[src/rtl/maxnet_pkg.sv]
// Shared types and constants for the Maxnet input loader.
package maxnet_pkg;

   typedef enum logic [1:0] {
      COLLECT = 2'd0,
      LAUNCH  = 2'd1,
      RUN     = 2'd2
   } state_t;

   localparam int unsigned WORD_W       = 32;
   localparam int unsigned SIGN_BIT     = 31;
   localparam logic [7:0]  EXP_ALL_ONES = 8'hFF;
   localparam logic [22:0] MANT_ZERO    = 23'h0;
   localparam logic [31:0] DEFAULT_EPS  = 32'hBE4CCCCD;

endpackage

[src/rtl/maxnet_input_loader_if.sv]
// Upstream word stream plus Maxnet core launch/result signals.
interface maxnet_input_loader_if;
   import maxnet_pkg::*;

   logic              in_valid;
   logic [WORD_W-1:0] in_data;
   logic              in_ready;
   logic              start;
   logic [WORD_W-1:0] eps;
   logic [WORD_W-1:0] a1;
   logic [WORD_W-1:0] a2;
   logic [WORD_W-1:0] a3;
   logic [WORD_W-1:0] a4;
   logic              finish;
   logic              overflow;
   logic              done;
   logic [2:0]        status;

   modport slave (
      input  in_valid, in_data, finish, overflow,
      output in_ready, start, eps, a1, a2, a3, a4, done, status
   );

   modport master (
      output in_valid, in_data, finish, overflow,
      input  in_ready, start, eps, a1, a2, a3, a4, done, status
   );
endinterface

[src/rtl/maxnet_input_loader_fp_sanitize.sv]
// Zeroes NaN and negative IEEE-754 singles; flags when it did so.
module fp_sanitize
   import maxnet_pkg::*;
(
   input  logic [WORD_W-1:0] word_i,
   output logic [WORD_W-1:0] word_o,
   output logic              flag_o
);
   logic is_nan;
   logic is_neg;

   assign is_nan = (word_i[30:23] == EXP_ALL_ONES) && (word_i[22:0] != MANT_ZERO);
   assign is_neg = word_i[SIGN_BIT];
   assign flag_o = is_nan | is_neg;
   assign word_o = flag_o ? '0 : word_i;
endmodule

[src/rtl/maxnet_input_loader.sv]
// Collects four activations, launches the Maxnet core, waits for finish or timeout.
module maxnet_input_loader
   import maxnet_pkg::*;
#(
   parameter logic [31:0] EPS_VALUE      = DEFAULT_EPS,
   parameter int unsigned TIMEOUT_CYCLES = 200000
) (
   input logic                  clk,
   input logic                  rst,
   maxnet_input_loader_if.slave bus
);
   localparam logic [31:0] TIMEOUT_LAST = 32'(TIMEOUT_CYCLES - 1);

   state_t                   state_q, state_d;
   logic [1:0]               cnt_q, cnt_d;
   logic                     san_q, san_d;
   logic [3:0][WORD_W-1:0]   act_q, act_d;
   logic                     start_q, start_d;
   logic                     done_q, done_d;
   logic [2:0]               status_q, status_d;
   logic [31:0]              run_cnt_q, run_cnt_d;
   logic [WORD_W-1:0]        san_word;
   logic                     san_flag;
   logic                     accept;

   fp_sanitize u_sanitize (
      .word_i (bus.in_data),
      .word_o (san_word),
      .flag_o (san_flag)
   );

   assign accept = (state_q == COLLECT) && bus.in_valid;

   always_comb begin
      state_d   = state_q;
      cnt_d     = cnt_q;
      san_d     = san_q;
      act_d     = act_q;
      start_d   = 1'b0;
      done_d    = 1'b0;
      status_d  = status_q;
      run_cnt_d = run_cnt_q;
      case (state_q)
         COLLECT: begin
            if (accept) begin
               act_d[cnt_q] = san_word;
               san_d        = san_q | san_flag;
               cnt_d        = cnt_q + 2'd1;
               if (cnt_q == 2'd3) begin
                  state_d = LAUNCH;
                  start_d = 1'b1;
               end
            end
         end
         LAUNCH: begin
            state_d   = RUN;
            run_cnt_d = '0;
         end
         RUN: begin
            // finish takes priority over a coincident timeout
            if (bus.finish) begin
               done_d   = 1'b1;
               status_d = {1'b0, bus.overflow, san_q};
               san_d    = 1'b0;
               cnt_d    = '0;
               state_d  = COLLECT;
            end else if (run_cnt_q == TIMEOUT_LAST) begin
               done_d   = 1'b1;
               status_d = {1'b1, 1'b0, san_q};
               san_d    = 1'b0;
               cnt_d    = '0;
               state_d  = COLLECT;
            end else begin
               run_cnt_d = run_cnt_q + 32'd1;
            end
         end
         default: state_d = COLLECT;
      endcase
   end

   always_ff @(posedge clk or posedge rst) begin
      if (rst) begin
         state_q   <= COLLECT;
         cnt_q     <= '0;
         san_q     <= 1'b0;
         act_q     <= '0;
         start_q   <= 1'b0;
         done_q    <= 1'b0;
         status_q  <= '0;
         run_cnt_q <= '0;
      end else begin
         state_q   <= state_d;
         cnt_q     <= cnt_d;
         san_q     <= san_d;
         act_q     <= act_d;
         start_q   <= start_d;
         done_q    <= done_d;
         status_q  <= status_d;
         run_cnt_q <= run_cnt_d;
      end
   end

   assign bus.in_ready = (state_q == COLLECT);
   assign bus.start    = start_q;
   assign bus.eps      = EPS_VALUE;
   assign bus.a1       = act_q[0];
   assign bus.a2       = act_q[1];
   assign bus.a3       = act_q[2];
   assign bus.a4       = act_q[3];
   assign bus.done     = done_q;
   assign bus.status   = status_q;
endmodule
[src/flat_wrapper.sv]
// flat-port wrapper written by rule: the top's interface ports become plain ports
module maxnet_input_loader_flat import maxnet_pkg::*;
#(
   parameter logic [31:0] EPS_VALUE      = DEFAULT_EPS,
   parameter int unsigned TIMEOUT_CYCLES = 200000
)
  (clk, rst, bus_in_valid, bus_in_data, bus_finish, bus_overflow, bus_in_ready, bus_start, bus_eps, bus_a1, bus_a2, bus_a3, bus_a4, bus_done, bus_status);
  maxnet_input_loader_if bus_i ();
  input logic clk;
  input logic rst;
  input wire logic [$bits(bus_i.in_valid)-1:0] bus_in_valid;
  input wire logic [$bits(bus_i.in_data)-1:0] bus_in_data;
  input wire logic [$bits(bus_i.finish)-1:0] bus_finish;
  input wire logic [$bits(bus_i.overflow)-1:0] bus_overflow;
  output wire logic [$bits(bus_i.in_ready)-1:0] bus_in_ready;
  output wire logic [$bits(bus_i.start)-1:0] bus_start;
  output wire logic [$bits(bus_i.eps)-1:0] bus_eps;
  output wire logic [$bits(bus_i.a1)-1:0] bus_a1;
  output wire logic [$bits(bus_i.a2)-1:0] bus_a2;
  output wire logic [$bits(bus_i.a3)-1:0] bus_a3;
  output wire logic [$bits(bus_i.a4)-1:0] bus_a4;
  output wire logic [$bits(bus_i.done)-1:0] bus_done;
  output wire logic [$bits(bus_i.status)-1:0] bus_status;
  assign bus_i.in_valid = bus_in_valid;
  assign bus_i.in_data = bus_in_data;
  assign bus_i.finish = bus_finish;
  assign bus_i.overflow = bus_overflow;
  assign bus_in_ready = bus_i.in_ready;
  assign bus_start = bus_i.start;
  assign bus_eps = bus_i.eps;
  assign bus_a1 = bus_i.a1;
  assign bus_a2 = bus_i.a2;
  assign bus_a3 = bus_i.a3;
  assign bus_a4 = bus_i.a4;
  assign bus_done = bus_i.done;
  assign bus_status = bus_i.status;
  maxnet_input_loader #(.EPS_VALUE(EPS_VALUE), .TIMEOUT_CYCLES(TIMEOUT_CYCLES)) u_core (.clk(clk), .rst(rst), .bus(bus_i));
endmodule
[config.mk]
export PLATFORM = sky130hd
export DESIGN_NAME = maxnet_input_loader_flat
export DESIGN_NICKNAME = d
export VERILOG_FILES = /design/src/rtl/maxnet_pkg.sv /design/src/rtl/maxnet_input_loader_if.sv /design/src/rtl/maxnet_input_loader_fp_sanitize.sv /design/src/rtl/maxnet_input_loader.sv /design/src/flat_wrapper.sv
export SDC_FILE = /design/constraint.sdc
export NUM_CORES = 1
export LEC_CHECK = 0
export ABC_AREA = 0
export CAP_MARGIN = 20
export CORE_ASPECT_RATIO = 0.9
export CORE_UTILIZATION = 45
export DETAILED_ROUTE_END_ITERATION = 8
export GPL_TIMING_DRIVEN = 0
export HOLD_SLACK_MARGIN = 0.03
export PLACE_DENSITY = 0.86
export SLEW_MARGIN = 20
export SYNTH_ARGS = -nofsm -noshare
export SYNTH_HDL_FRONTEND = slang
export SYNTH_SLANG_ARGS = --single-unit
[constraint.sdc]
create_clock -name clk -period 7.65 [get_ports clk]
set_input_delay 2.295 -clock clk [delete_from_list [all_inputs] [get_ports clk]]
set_output_delay 2.295 -clock clk [all_outputs]
set_load 0.03 [all_outputs]
==> flow_metrics.tcl <==
set metrics [dict create \
    die_w_um 140 \
    dp_hpwl_um 16700 \
    grt_pass1_vias 6598 \
    synth-async-reset-ratio 1.00 \
    critPathRequiredTime_ps 5360 \
    clk_latency_ps 440 \
    num-nets-final 1033 \
    ys_ff_latch 170 \
    maxCapViolCount 0 \
    final.min_clock_period_ps 4400 \
    power.leakage_nw 4.55 \
    switching_share 0.427 \
    synth_top_area_frac 0.551 \
    instances_no_fill 1215 \
    n_antenna_cell 0 \
    relSlewSlack 0.522 \
    rsz0062_at_grt "no" \
    p_per_area_nw_per_um2 383 \
    fp.coreArea_um2 16800 \
    cts_resized 0 \
    cts_setup_buffers 0 \
    grt_max_degree 101 \
    remaining_drc_errors 2 \
    drt_iter0_drc 571 \
    cts_buffers 17 \
    io_buffers 170 \
    ctsHoldBuffers 0 \
    p_clk_frac 0.206 \
    synthCells 771 \
    crit_fanout 10 \
    die_h_um 126 \
    ys_warn_count 0 \
    cts.clk_slew.worst_paths_ps 70 \
    ios 203 \
    dp_cells 1183 \
    ys.flop_type "dfrtp_1" \
    tightest_slew_ps 717 \
    root_buffer "clkbuf_16" \
    die-area_um2 17700 \
    place_area_um2 9840 \
    initial_core_util 0.459 \
    max_clock_freq_mhz 227 \
    synth_area_um2 7730 \
    internal-power_mw 2.28 \
    status "complete, but fails checks" \
    violations "DRC" \
    hold_path_class "reg2reg" \
    power_frac_comb 0.447 \
    end_kind "primary output" \
    finalClockSkew_ps 12.7 \
    cts.sinks 170 \
    yosysSeqAreaShare 0.551 \
    layout-drive-gt1-share 0.0886 \
    peakVddDrop_v 0.000210 \
    arrival_ps 2110 \
    cp-start-kind "flip-flop" \
    grt.total_usage 0.270 \
    p_total_mw 3.98 \
    syn_area_per_cell_um2 10.0 \
    cts_tree "yes" \
    overflow 0 \
    ant_nets 0 \
    via_count 7013 \
    htree_levels 4 \
    cts_max_path_buffers 2 \
    areaGrowthSynthToFinish_pct 34.5 \
    switchingPower_mw 1.70 \
    hold_viol_final 0 \
    seqPwrFrac 0.348 \
    worstSetupPathType "reg2out" \
    routed_wl_um 23200 \
    fin_area_um2 10400 \
    synthTopCellsByArea "dfrtp_1 55%, o31ai_1 13%, nand2_1 7.9%" \
    vias_per_cell 5.77 \
    core.rowCount 45 \
    yosysTopAreaCell "dfrtp_1" \
    fin_crit_sh 0.575 \
    layout_common_cells "170 x clkdlybuf4s50_1, 170 x dfrtp_1, 162 x nand2_1, 129 x o31ai_1, 45 x inv_1" \
    wl_per_cell_um 19.1 \
    setup_viol 0 \
    hold_ws_ps 475 \
    drt_first_pass_iters 8 \
    gp_congestion 0.947 \
    synth_edf_count 0 \
    grt_pass1_wl_um 36600 \
    grt_antenna_before_repair 0 \
    slew_violations 0 \
    ys_types 55 \
]
Yosys cell counts, types with 2 or more instances:
master	n
nor2_1	13
a21oi_1	3
and4_1	4
and3_1	3
o21ai_1	7
inv_1	46
nand4_1	15
nor2b_1	2
a31oi_1	19
nand2_1	162
nand3_1	21
ha_1	5
buf_2	9
mux2i_1	8
o311ai_1	4
o2bb2ai_1	2
o31ai_1	129
a2bb2oi_1	2
and2_1	5
buf_4	33
clkbuf_1	39
dfrtp_1	170
nor4_1	13
nand2b_1	5
o21ai_0	5
nor4_2	3
o41ai_1	2
a21boi_0	4
conb_1	2
nor4b_2	2
nor3_1	10
area by class of cell:
cell class	instances	area, µm²
fill	1375	6440
tap	211	264
sequential	170	4250
multi-input combinational	501	2950
clock buffer	19	443
clock inverter	13	109
buffer	84	459
timing repair buffer	171	1730
inverter	46	180
routing by layer:
metal  track usage  vias to the layer above  share of wire
li1              -                     3154              -
met1         0.368                     3371           0.42
met2         0.411                      413           0.45
met3        0.0540                       75          0.082
met4         0.141                        0          0.044
met5             0                        -              0
power by group through the flow:
stage | logic [mW] | clock network (mW) | registers (mW)
after CTS | 1.78 | 0.822 | 1.38
after global routing | 1.88 | 0.857 | 1.41
final | 1.78 | 0.818 | 1.38
after floorplan | 0.525 | 0 | 1.86
after global placement | 1.73 | 0 | 1.38
after detailed placement | 1.77 | 0 | 1.39
worst max-delay path, stage by stage (launching register included):
cell and delay [ps]:
dfrtp_1 440, clkbuf_1 470, nor2_1 140, clkdlybuf4s50_1 620
cells by family (layout without fill, tap and decap cells):
family | count (synthesis) | count (layout) | share of synthesized area
AO/OA/AOI/OAI | 187 | 187 | 0.177
adder cells (fa/ha/maj) | 5 | 5 | 0.00810
buffers and inverters | 130 | 333 | 0.0818
flip-flops | 170 | 170 | 0.551
multiplexers | 10 | 10 | 0.0133
other | 2 | 32 | 0.000972
AND/OR/NAND/NOR | 267 | 267 | 0.168
state kept, by name, summed over array words and instances, names as in the netlist, 2 cells and up:
| register | cells |
|---|---|
| u_core.bus.a2 | 32 |
| u_core.bus.status | 3 |
| u_core.bus.a3 | 32 |
| u_core.bus.a1 | 32 |
| u_core.state_q | 2 |
| u_core.run_cnt_q | 32 |
| u_core.cnt_q | 2 |
| u_core.bus.a4 | 32 |
metrics by stage:
step / util / worst slack, ps / TNS [ps]
3_5_place_dp: 0.584 / 2960 / 0
2_1_floorplan: - / 752 / 0
4_1_cts: 0.617 / 3250 / 0
5_1_grt: 0.617 / 3140 / 0
6_report: 0.617 / 3250 / 0
3_3_place_gp: 0.582 / -1420 / -238670
path summary, 6_finish.rpt:
kind | startpoint | end | slack (ps) | depth (start not counted)
max reg2reg | u_core.run_cnt_q[0]$_DFFE_PP0P_ | u_core.bus.status[0]$_DFFE_PP0P_ | 5290 | 6
min in group asynchronous | rst | u_core.run_cnt_q[19]$_DFFE_PP0P_ | 2340 | 2
max | u_core.state_q[1]$_DFFE_PP0P_ | bus_in_ready | 3250 | 3
max in group asynchronous | rst | u_core.bus.a2[10]$_DFFE_PP0P_ | 4440 | 3
min reg2reg | u_core.bus.a2[16]$_DFFE_PP0P_ | u_core.bus.a2[16]$_DFFE_PP0P_ | 480 | 2
min | u_core.bus.a2[16]$_DFFE_PP0P_ | u_core.bus.a2[16]$_DFFE_PP0P_ | 480 | 2
(Power assumes the default switching activity.)
